$ cat config.mk
export PLATFORM = sky130hd
export DESIGN_NAME = fifo_no_space_ctrl_flat
export DESIGN_NICKNAME = d
export VERILOG_FILES = /design/src/rtl/fifo_no_space_ctrl_if.sv /design/src/rtl/fifo_no_space_ctrl.sv /design/src/flat_wrapper.sv
export SDC_FILE = /design/constraint.sdc
export NUM_CORES = 1
export LEC_CHECK = 0
export ABC_CLOCK_PERIOD_IN_PS = 4100
export CAP_MARGIN = 10
export CELL_PAD_IN_SITES_DETAIL_PLACEMENT = 0
export CELL_PAD_IN_SITES_GLOBAL_PLACEMENT = 1
export CORE_ASPECT_RATIO = 0.7
export CORE_UTILIZATION = 47
export CTS_CLUSTER_SIZE = 28
export DETAILED_ROUTE_END_ITERATION = 16
export HOLD_SLACK_MARGIN = 0.08
export PLACE_DENSITY = 0.83
export SLEW_MARGIN = 20
export SYNTH_ARGS = -nofsm -noshare
export SYNTH_HDL_FRONTEND = slang
export SYNTH_SLANG_ARGS = --single-unit
$ cat constraint.sdc
create_clock -name clk -period 4.1 [get_ports clk]
set_clock_uncertainty 0.05 [all_clocks]
set_input_delay 1.025 -clock clk [delete_from_list [all_inputs] [get_ports clk]]
set_output_delay 1.025 -clock clk [all_outputs]
set_load 0.02 [all_outputs]
$ cat src/rtl/fifo_no_space_ctrl_if.sv
// fifo_no_space_ctrl_if
//   Bundles the push/pop handshake, occupancy flags and the no-space error
//   outputs of fifo_no_space_ctrl.
//   master : producer/consumer side (drives push, push_data, pop, cnt_clr)
//   slave  : the buffer itself (drives pop_data, pop_valid, full, empty,
//            level, no_space_err, no_space_ctr_incr, no_space_cnt)
interface fifo_no_space_ctrl_if #(
  parameter int DATA_W = 8,
  parameter int DEPTH  = 4,
  parameter int CNT_W  = 8
);
  localparam int LW = $clog2(DEPTH) + 1;

  logic              push;
  logic [DATA_W-1:0] push_data;
  logic              pop;
  logic [DATA_W-1:0] pop_data;
  logic              pop_valid;
  logic              full;
  logic              empty;
  logic [LW-1:0]     level;
  logic              no_space_err;
  logic              no_space_ctr_incr;
  logic [CNT_W-1:0]  no_space_cnt;
  logic              cnt_clr;

  modport master (
    output push, push_data, pop, cnt_clr,
    input  pop_data, pop_valid, full, empty, level,
           no_space_err, no_space_ctr_incr, no_space_cnt
  );

  modport slave (
    input  push, push_data, pop, cnt_clr,
    output pop_data, pop_valid, full, empty, level,
           no_space_err, no_space_ctr_incr, no_space_cnt
  );
endinterface

$ cat src/rtl/fifo_no_space_ctrl.sv
// fifo_no_space_ctrl
//   Circular write buffer with admission control. Pushes arriving while the
//   buffer is full (and not relieved by a same-cycle pop) are dropped and
//   flagged on no_space_err; each run of consecutive drops gives one
//   no_space_ctr_incr pulse, counted by a saturating episode counter.
//   Ports:
//     clk  - clock, all state on posedge
//     rst  - asynchronous active-high reset
//     bus  - fifo_no_space_ctrl_if.slave (push/pop handshake, flags, errors)
//   DEPTH must be a power of two (>= 2) so the pointers wrap naturally.
module fifo_no_space_ctrl #(
  parameter int DATA_W = 8,
  parameter int DEPTH  = 4,
  parameter int CNT_W  = 8
) (
  input  logic                 clk,
  input  logic                 rst,
  fifo_no_space_ctrl_if.slave  bus
);
  localparam int AW = $clog2(DEPTH);
  localparam int LW = AW + 1;

  logic [DATA_W-1:0] mem [DEPTH];

  logic [AW-1:0]     wr_ptr_reg;
  logic [AW-1:0]     rd_ptr_reg;
  logic [LW-1:0]     level_reg;
  logic [DATA_W-1:0] pop_data_reg;
  logic              pop_valid_reg;
  logic              err_reg;
  logic              err_d_reg;
  logic              incr_reg;
  logic [CNT_W-1:0]  cnt_reg;

  logic full_w;
  logic empty_w;
  logic pop_acc;
  logic push_acc;
  logic push_rej;

  assign full_w  = (level_reg == LW'(DEPTH));
  assign empty_w = (level_reg == '0);

  // A pop on empty is ignored even if a push arrives in the same cycle;
  // a pop frees a slot so a push while full is still admitted.
  assign pop_acc  = bus.pop && !empty_w;
  assign push_acc = bus.push && (!full_w || pop_acc);
  assign push_rej = bus.push && !push_acc;

  // Storage has no reset so it can map onto plain RAM.
  always_ff @(posedge clk) begin
    if (push_acc) begin
      mem[wr_ptr_reg] <= bus.push_data;
    end
  end

  always_ff @(posedge clk or posedge rst) begin
    if (rst) begin
      wr_ptr_reg    <= '0;
      rd_ptr_reg    <= '0;
      level_reg     <= '0;
      pop_data_reg  <= '0;
      pop_valid_reg <= 1'b0;
    end else begin
      pop_valid_reg <= pop_acc;
      if (pop_acc) begin
        pop_data_reg <= mem[rd_ptr_reg];
        rd_ptr_reg   <= rd_ptr_reg + 1'b1;
      end
      if (push_acc) begin
        wr_ptr_reg <= wr_ptr_reg + 1'b1;
      end
      level_reg <= level_reg + LW'(push_acc) - LW'(pop_acc);
    end
  end

  // Error chain: err marks each dropped push, incr fires on the first cycle
  // of a run of err (rising edge), the counter consumes incr one cycle later.
  always_ff @(posedge clk or posedge rst) begin
    if (rst) begin
      err_reg   <= 1'b0;
      err_d_reg <= 1'b0;
      incr_reg  <= 1'b0;
      cnt_reg   <= '0;
    end else begin
      err_reg   <= push_rej;
      err_d_reg <= err_reg;
      incr_reg  <= err_reg && !err_d_reg;
      // Clear wins over a coincident pulse; that pulse is not counted.
      if (bus.cnt_clr) begin
        cnt_reg <= '0;
      end else if (incr_reg && (cnt_reg != {CNT_W{1'b1}})) begin
        cnt_reg <= cnt_reg + 1'b1;
      end
    end
  end

  assign bus.pop_data          = pop_data_reg;
  assign bus.pop_valid         = pop_valid_reg;
  assign bus.full              = full_w;
  assign bus.empty             = empty_w;
  assign bus.level             = level_reg;
  assign bus.no_space_err      = err_reg;
  assign bus.no_space_ctr_incr = incr_reg;
  assign bus.no_space_cnt      = cnt_reg;
endmodule
$ cat src/flat_wrapper.sv
// flat-port wrapper written by rule: the top's interface ports become plain ports
module fifo_no_space_ctrl_flat 
#(
  parameter int DATA_W = 8,
  parameter int DEPTH  = 4,
  parameter int CNT_W  = 8
)
  (clk, rst, bus_push, bus_push_data, bus_pop, bus_cnt_clr, bus_pop_data, bus_pop_valid, bus_full, bus_empty, bus_level, bus_no_space_err, bus_no_space_ctr_incr, bus_no_space_cnt);
  fifo_no_space_ctrl_if #(.DATA_W(DATA_W), .DEPTH(DEPTH), .CNT_W(CNT_W)) bus_i ();
  input  logic clk;
  input  logic rst;
  input wire logic [$bits(bus_i.push)-1:0] bus_push;
  input wire logic [$bits(bus_i.push_data)-1:0] bus_push_data;
  input wire logic [$bits(bus_i.pop)-1:0] bus_pop;
  input wire logic [$bits(bus_i.cnt_clr)-1:0] bus_cnt_clr;
  output wire logic [$bits(bus_i.pop_data)-1:0] bus_pop_data;
  output wire logic [$bits(bus_i.pop_valid)-1:0] bus_pop_valid;
  output wire logic [$bits(bus_i.full)-1:0] bus_full;
  output wire logic [$bits(bus_i.empty)-1:0] bus_empty;
  output wire logic [$bits(bus_i.level)-1:0] bus_level;
  output wire logic [$bits(bus_i.no_space_err)-1:0] bus_no_space_err;
  output wire logic [$bits(bus_i.no_space_ctr_incr)-1:0] bus_no_space_ctr_incr;
  output wire logic [$bits(bus_i.no_space_cnt)-1:0] bus_no_space_cnt;
  assign bus_i.push = bus_push;
  assign bus_i.push_data = bus_push_data;
  assign bus_i.pop = bus_pop;
  assign bus_i.cnt_clr = bus_cnt_clr;
  assign bus_pop_data = bus_i.pop_data;
  assign bus_pop_valid = bus_i.pop_valid;
  assign bus_full = bus_i.full;
  assign bus_empty = bus_i.empty;
  assign bus_level = bus_i.level;
  assign bus_no_space_err = bus_i.no_space_err;
  assign bus_no_space_ctr_incr = bus_i.no_space_ctr_incr;
  assign bus_no_space_cnt = bus_i.no_space_cnt;
  fifo_no_space_ctrl #(.DATA_W(DATA_W), .DEPTH(DEPTH), .CNT_W(CNT_W)) u_core (.clk(clk), .rst(rst), .bus(bus_i));
endmodule
==> run metrics, run 1 <==
largest family of logic cells by synthesized area=simple AND/OR/NAND/NOR gates; post-route setup TNS=0 ps; Final ANT Viol Nets=0; DRC=0; Worst Path Arrival=3110 ps; CTS Root Cell=clkbuf_8; Routed WL=4.58 mm; Post-synth EDFFs=32; CP max stage cell=clkdlybuf4s50_1; top achievable clock speed=339 MHz; sequential area share after synthesis=66.4%; Worst setup SP type=input port; Ys Warns=0; crit-path cells=clkdlybuf4s50_1, o31ai_4, inv_4, ha_1, inv_1, ha_1, inv_1, fa_1, xnor2_1, xnor2_1; CTS tree=done; worst hold-check path type=reg2reg; setup slack, reg-to-reg=1520 ps; area share of fa/ha/maj cells after synthesis=4.36%; DRT iter0 DRCs=53; first-pass GRT wire length=7.64 mm; max_cap viols=0; Worst Setup End Kind=flop; Primary FF master, synth=edfxtp_1; clock latency on the worst-skew pair=330 ps; FF+latch count, synth=59; I/O pins=37; CTS Hold Bufs=0; post-synthesis mux area share=8.78%; count of input and output buffers=36; final setup vio count=0; Die Height=62.6 um; slew margin rel.=57.7%; fraction of layout cells with a size suffix above 1=14.2%; GRT Util Overall=19.7%; Simple-Gate Fraction of Synth Area=11.9%; 1st-pass router iterations=4; clock sink total=59; XOR/XNOR share of the synthesized area=1.78%; status=finished clean; # resized after CTS=0; period utilisation layout=72.0%; Largest stage delay, worst path=600 ps; final worst slack=1150 ps; Avg WL per Cell=16.4 um; peak supply drop=497 uV; vias per cell=5.23; number of placement rows=21; Congestion Overflow GR=0; Critical Path RT=4260 ps; Netlist cell types=34; Area after DPL=2880 sq um; clock buffer depth=2; Die ar.=5550 sq um; post-place setup slack=807 ps; gp weighted congestion=0.735; Post-CTS Setup Bufs=0; final non-filler cell area=3070 sq um; Pwr Density=662 nW/um^2; Largest register FFs=32; Initial Util=50.2%; Die Wd=88.6 um; cts bufs inserted=9; Compound-Gate Fraction of Synth Area=4.21%; CP Class=in2reg; RSZ-0062 raised after global routing=false; via count of the first global-routing pass=1,500; Nets=227; Slew Limit Fails=0; synthesized area=2470 sq um; H-Tree Depth=3; Diodes inserted=0; antenna violations before repair=0; core box area=4910 sq um; Post-Syn Instances=164; CP Max Fanout=11; Final Hold Viols=0; Avg Inst Size Synth=15.0 sq um; Synth async-reset ratio=45.8%; Pleak=1.20 nW; Worst-path clk slew=60 ps; Area Growth Syn to Fin=24.4%; via count=1,464; Final Critical Period=2950 ps; largest net degree at the start of global routing=28; hpwl dp=3.24 mm; Least-Margin Pin Slew=634 ps; Synth Net Count=185
[layout by cell type, fill, tap and decap left out, types with 2 or more instances in the layout]
| cell | Yosys | final |
|---|---|---|
| a211oi_1 | 4 | 4 |
| inv_1 | 8 | 7 |
| ha_1 | 7 | 7 |
| nor2b_1 | 5 | 5 |
| a21oi_1 | 4 | 4 |
| nor2_1 | 2 | 2 |
| dfrtp_1 | 27 | 27 |
| xnor2_1 | 5 | 5 |
| mux4_2 | 8 | 8 |
| edfxtp_1 | 32 | 32 |
| clkinv_2 | 0 | 3 |
| and2_1 | 5 | 5 |
| clkdlybuf4s50_1 | 0 | 36 |
| nand4_1 | 2 | 2 |
| clkbuf_8 | 0 | 9 |
| a31oi_1 | 2 | 2 |
| nor3_1 | 4 | 4 |
| and4_1 | 4 | 4 |
| nand2_1 | 25 | 25 |
| nand2b_1 | 2 | 2 |
[cell type report]
class                           instances  area, sq um
Inverter                                9         36.3
Clock buffer                           10          128
Timing Repair Buffer                   36          360
Clock inverter                          6         56.3
Multi-Input combinational cell         91          764
Fill cell                             387         1850
Sequential cell                        59         1640
Tap cell                               69         86.3
[worst max-delay path, delay by kind of cell]
family / cells / cell delay [ps]
AO/OA/AOI/OAI: 1 / 190
buffers and inverters: 4 / 860
adder cells (fa/ha/maj): 3 / 740
XOR/XNOR: 2 / 290
[Yosys cell counts (5+ instances only)]
| master | instances | area share (%) |
|---|---|---|
| ha_1 | 7 | 3.6 |
| xnor2_1 | 5 | 1.8 |
| nor2b_1 | 5 | 1.3 |
| nand2_1 | 25 | 3.8 |
| and2_1 | 5 | 1.3 |
| inv_1 | 8 | 1.2 |
| edfxtp_1 | 32 | 39 |
| dfrtp_1 | 27 | 27 |
| mux4_2 | 8 | 7.3 |
[cell families (layout without fill, tap and decap cells)]
| group | Yosys count | count (layout) |
|---|---|---|
| multiplexers | 11 | 11 |
| XOR/XNOR | 5 | 5 |
| adder cells (fa/ha/maj) | 8 | 8 |
| flip-flops | 59 | 59 |
| buffers and inverters | 14 | 61 |
| AND/OR/NAND/NOR | 54 | 54 |
| AO/OA/AOI/OAI | 13 | 13 |
[metal layers]
layer  share of wire (%)  vias up  GRT usage, %
met2                  47       44          29.0
met1                  46      731          27.1
met4                 1.0        0          5.44
li1                    -      683             -
met3                 6.0        6          7.93
met5                   0        -             0
[power by group]
group          internal [mW]  switching, mW  total [mW]
registers              0.780          0.149       0.930
logic                  0.318          0.294       0.611
clock network          0.275          0.216       0.491
total                   1.37          0.659        2.03
[final timing paths]
| check | startpoint | end | cells after the start |
|---|---|---|---|
| worst min-delay path | u_core.bus.no_space_err | u_core.err_d_reg | 0 |
| worst max-delay path | bus_pop | u_core.bus.level[2] | 10 |
| min in group asynchronous | rst | u_core.bus.no_space_err | 2 |
| worst min register to register | u_core.bus.no_space_err | u_core.err_d_reg | 0 |
| worst max register to register | u_core.bus.level[1] | u_core.bus.level[2] | 9 |
| max in group asynchronous | rst | u_core.bus.pop_data[4] | 2 |
[through the flow]
step,total power [mW],utilization [%],cells,hold slack [ps]
after detailed placement,1.56,58.7,264,326
after floorplan,1.30,-,164,328
final,2.03,62.4,280,345
after global routing,2.16,62.4,280,374
after CTS,2.06,62.4,280,344
after global placement,1.52,58.7,264,332
Power figures use the tool's default switching activity.
==> run 2: changes to the inputs <==
ABC_CLOCK_PERIOD_IN_PS = 3000   (was 4100)
CORE_UTILIZATION = 44   (was 47)
PLACE_DENSITY = 0.78   (was 0.83)
clock period = 3 ns   (was 4.1 ns; I/O delays follow)
==> run 2 against run 1 <==
Net effect: worst hold slack improved by 6.3 ps; global-route usage decreased by 1.2 points; utilization decreased by 3.6 points; via count decreased by 1.1%; critical path type is now reg2out; flip-flop and latch count unchanged; critical path depth decreased by 8; routed wire length increased by 4.1%; total power increased by 41%; clock power increased by 54%.
==> run metrics, run 2 (synthesized netlist as in run 1, its figures left out) <==
DRT iter0 DRCs=98 (+85%); Worst setup SP type=flop; DRC=0 (unchanged); Critical Path RT=2200 ps (-2060 ps); max_cap viols=0 (unchanged); # resized after CTS=0 (unchanged); Avg WL per Cell=16.6 um (+1.6%); clock buffer depth=2 (unchanged); antenna violations before repair=0 (unchanged); 1st-pass router iterations=4 (unchanged); R2R Path Start=u_core.bus.level[1]; worst hold-check path type=reg2reg; Slew Limit Fails=0 (unchanged); CP Buf/Inv Count=1 (-3); CP Class=reg2out; commonest non-fill, non-tap cell in the layout=clkdlybuf4s50_1; Pleak=1.23 nW (+2.3%); Die Wd=91.5 um (+3.3%); via count=1,448 (-1.1%); Initial Util=46.4% (-3.8 points); slew margin rel.=59.0% (+1.3 points); Least-Margin Pin Slew=615 ps (-19.4 ps); crit-path leading delay family=buffers and inverters; placed cell count=271 (+2.7%); CTS Hold Bufs=0 (unchanged); via count of the first global-routing pass=1,490 (-0.67%); cell depth of the worst setup path=2 (-8); commonest cells after routing, fill and taps aside=36 x clkdlybuf4s50_1, 32 x edfxtp_1, 27 x dfrtp_1; Post-CTS Setup Bufs=0 (unchanged); period utilisation layout=84.4%; top achievable clock speed=395 MHz; CP Launch Point=u_core.bus.level[1]; fraction of layout cells with a size suffix above 1=14.9% (+0.67 points); Reg2Reg Depth=9 (unchanged); vias per cell=5.05 (-3.5%); area of the multi-input gates=764 sq um (unchanged); Pwr Density=914 nW/um^2 (+38%); Layout Utilization=58.8% (-3.6 points); Final Hold Viols=0 (unchanged); gp weighted congestion=0.767 (+4.3%); final worst slack=467 ps (-682 ps); post-place setup slack=151 ps (-656 ps); status=finished clean; cts bufs inserted=9 (unchanged); Nets=231 (+1.8%); largest net degree at the start of global routing=28 (unchanged); Final Critical Period=2530 ps; Worst Path Arrival=1730 ps (-1380 ps); number of placement rows=22 (+4.8%); register area=1640 sq um (unchanged); Largest register FFs=32 (unchanged); Die Height=64.6 um (+3.2%); Area after DPL=2920 sq um (+1.2%); Layout fillers=431 (+11%); CTS Root Cell=clkbuf_8; Largest stage delay, worst path=640 ps (+40 ps); hold path depth=1 (+1); peak supply drop=377 uV (-24%); Worst Setup End Kind=output port; final setup vio count=0 (unchanged); Routed WL=4.77 mm (+4.1%); first-pass GRT wire length=7.73 mm (+1.3%); crit-path cells=nor3_1, clkdlybuf4s50_1; CP Max Fanout=7 (-4); core box area=5310 sq um (+8.1%); count of input and output buffers=36 (unchanged); Die ar.=5910 sq um (+6.6%); Congestion Overflow GR=0 (unchanged); GRT Util Overall=18.5% (-1.2 points); Cell Count, Final, Fillers Out=287 (+2.5%); hold wc startpoint=u_core.err_d_reg; Worst-path clk slew=60 ps (about the same); CP max stage cell=clkdlybuf4s50_1; RSZ-0062 raised after global routing=false; H-Tree Depth=3 (unchanged); Area Growth Syn to Fin=26.7%; Final ANT Viol Nets=0 (unchanged); CTS tree=done; I/O pins=37 (unchanged); hpwl dp=3.27 mm (+0.97%); clock sink total=59 (unchanged); post-route setup TNS=0 ps (unchanged); clock latency on the worst-skew pair=330 ps (about the same); final non-filler cell area=3130 sq um (+1.9%); Diodes inserted=0 (unchanged)
run 2: changes by cell type in the layout (fill, tap and decap cells not counted), sizes merged:
cell    delta
buf        +4
bufinv     +1
clkinv     -1
run 2: cell type report:
class,instances,area share (%)
clock buffer,10,4.08
clock inverter,6,2.56
inverter,9,1.16
multi-input combinational,91,24.5
sequential,59,52.4
tap,72,2.88
timing repair buffer,40,12.5
run 2: where the power goes:
part	total, mW	leakage, nW	internal, mW	switching, mW
sequential	1.26	0.638	1.07	0.197
combinational	0.839	0.491	0.444	0.395
clock	0.755	0.101	0.460	0.295
run 2: path summary, 6_finish.rpt:
kind,end,slack (ps)
min,u_core.bus.no_space_ctr_incr,350
max reg2reg,u_core.bus.level[2],740
max in group asynchronous,u_core.wr_ptr_reg[0],1880
min in group asynchronous,u_core.bus.pop_data[6],740
min reg2reg,u_core.bus.no_space_ctr_incr,350
max,bus_empty,470
run 2: routing by layer:
layer,wire length (um),track usage (%),vias to the layer above,share of wire (%)
li1,-,-,692,-
met1,2330,24.1,727,49
met2,2260,28.1,27,47
met3,164,7.04,2,3.4
met4,19,7.34,0,0.40
met5,0,0,-,0
run 2: metrics by stage:
step / total power, mW / hold WS (ps)
4_1_cts: 2.90 / 352
3_3_place_gp: 2.07 / 333
5_1_grt: 3.02 / 371
3_5_place_dp: 2.13 / 333
6_report: 2.86 / 351
2_1_floorplan: 1.78 / 328
run 2: worst reg2reg max path, stage by stage (launching register included):
cell     delay, ps
dfrtp_1        520
o31ai_4        350
inv_4           50
ha_1           270
inv_1           70
ha_1           140
inv_1           50
fa_1           370
xnor2_1        150
xnor2_1        140
==> run 3: changes to the inputs <==
ABC_CLOCK_PERIOD_IN_PS = 2200   (was 3000)
CORE_UTILIZATION = 40   (was 44)
PLACE_DENSITY = 0.75   (was 0.78)
clock period = 2.2 ns   (was 3 ns; I/O delays follow)
==> run 3 against run 2 <==
Net effect: setup slack worse by 350 ps; critical endpoint is now u_core.bus.level[2]; die area rose by 9.7%; combinational power grew 42%; worst hold slack lost 8.3 ps; register-to-register slack lost 620 ps; cell count grew 2.1%; sequential share of layout area down 0.75 points; total power increased by 37%; largest cell class unchanged; non-clock buffer count up 3; clock-buffer cell count grew 4.
==> run metrics, run 3 (synthesized netlist as in run 1, its figures left out) <==
Congestion Overflow GR=0 (unchanged); number of placement rows=23 (+4.5%); antenna violations before repair=0 (unchanged); via count=1,456 (+0.55%); Largest register FFs=32 (unchanged); Diodes inserted=0 (unchanged); Die ar.=6490 sq um (+9.7%); core box area=5840 sq um (+10%); Largest stage delay, worst path=460 ps (-180 ps); period utilisation layout=94.6%; cts bufs inserted=9 (unchanged); fraction of layout cells with a size suffix above 1=19.3% (+4.4 points); Pwr Density=1230 nW/um^2 (+35%); status=finished clean; Worst setup SP type=flop; Pleak=1.27 nW (+3.1%); Slew Limit Fails=0 (unchanged); placed cell count=277 (+2.2%); via count of the first global-routing pass=1,488 (-0.13%); commonest cells after routing, fill and taps aside=33 x clkdlybuf4s50_1, 32 x edfxtp_1, 25 x nand2_1; vias per cell=4.97 (-1.5%); CTS Root Cell=clkbuf_8; Combinational Power Share=30.5% (+1.1 points); largest net degree at the start of global routing=28 (unchanged); Seq pwr share=43.8% (-0.4 points); setup slack, reg-to-reg=120 ps (-620 ps); most used cell, CP=inv_1; Post-CTS Setup Bufs=0 (unchanged); clock sink total=59 (unchanged); Die Wd=95.9 um (+4.8%); Nets=234 (+1.3%); Least-Margin Pin Slew=559 ps (-55.4 ps); Final ANT Viol Nets=0 (unchanged); GRT Util Overall=16.0% (-2.5 points); Net Sw Frac=30.7% (-0.37 points); I/O pins=37 (unchanged); RSZ-0062 raised after global routing=false; first-pass GRT wire length=7.16 mm (-7.4%); Initial Util=42.2% (-4.2 points); Avg WL per Cell=15.3 um (-8.0%); commonest non-fill, non-tap cell in the layout=clkdlybuf4s50_1; Design Power=3.91 mW (+37%); peak supply drop=711 uV (+89%); Worst Path Arrival=2260 ps (+530 ps); Critical Path RT=2380 ps (+180 ps); Layout fillers=493 (+14%); Net Sw Power=1.20 mW (+35%); 1st-pass router iterations=4 (unchanged); Routed WL=4.48 mm (-6.1%); clock latency on the worst-skew pair=320 ps (about the same); DRC=0 (unchanged); hpwl dp=3.03 mm (-7.4%); DRT iter0 DRCs=100 (+2.0%); Area after DPL=2960 sq um (+1.5%); Layout Utilization=54.4% (-4.4 points); worst hold-check path type=reg2reg; crit-path cells=o31ai_4, inv_4, ha_4, inv_1, ha_1, inv_1, fa_2, xnor2_2, xnor2_1; slew margin rel.=62.7% (+3.7 points); clock network power share=25.7% (-0.7 points); Die Height=67.7 um (+4.7%); crit-path leading delay family=adder cells; Worst Setup End Kind=flop; Hold WS=343 ps (-8.26 ps); CP Buf/Inv Count=3 (+2); CP max stage cell=dfrtp_2; CTS tree=done; top achievable clock speed=480 MHz; max_cap viols=0 (unchanged); clock buffer depth=2 (unchanged); post-place setup slack=-275 ps (-427 ps); final setup vio count=0 (unchanged); gp weighted congestion=0.803 (+4.8%); H-Tree Depth=3 (unchanged); Area Growth Syn to Fin=28.9%; CP Class=reg2reg; count of input and output buffers=36 (unchanged); Final Critical Period=2080 ps; P_int=2.71 mW (+38%); Worst-path clk slew=60 ps (about the same); Final Hold Viols=0 (unchanged); Cell Count, Final, Fillers Out=293 (+2.1%); final non-filler cell area=3180 sq um (+1.7%); CP Max Fanout=6 (-1); post-route setup TNS=0 ps (unchanged); final worst slack=119 ps (-348 ps)
## run 3: power by group through the flow
stage                     registers (mW)  clock network, mW  logic (mW)
after floorplan                     1.76                  0       0.685
after global placement              1.72                  0        1.15
after detailed placement            1.74                  0        1.19
after CTS                           1.72               1.04        1.18
after global routing                1.75               1.10        1.30
final                               1.71               1.01        1.19
## run 3: final timing paths
check,cells past startpoint,startpoint,endpoint
hold reg to reg,1,u_core.err_d_reg,u_core.bus.no_space_ctr_incr
setup reg to reg,9,u_core.bus.level[2],u_core.bus.level[2]
min in group asynchronous,3,rst,u_core.bus.pop_data[4]
max in group asynchronous,3,rst,u_core.bus.level[0]
setup / recovery,9,u_core.bus.level[2],u_core.bus.level[2]
hold / removal,1,u_core.err_d_reg,u_core.bus.no_space_ctr_incr
## run 3: layout make-up
class | instances | area (sq um) | area share [%]
multi-input combinational | 91 | 787 | 24.8
timing repair buffer | 43 | 413 | 13.0
sequential | 59 | 1640 | 51.6
tap | 75 | 93.8 | 2.95
clock inverter | 2 | 35.0 | 1.10
clock buffer | 14 | 173 | 5.43
inverter | 9 | 36.3 | 1.14
## run 3: repair_timing
item / in CTS / in global routing
endpoints found under the setup margin: 2 / 1
resized for setup: 2 / 2
hold buffers: 0 / 0
## run 3: layer usage
| metal | GRT usage [%] | vias up | share of wire, % |
|---|---|---|---|
| li1 | - | 692 | - |
| met1 | 19.8 | 729 | 45 |
| met2 | 25.3 | 33 | 50 |
| met3 | 7.43 | 2 | 5.1 |
| met4 | 4.48 | 0 | 0.31 |
| met5 | 0 | - | 0 |
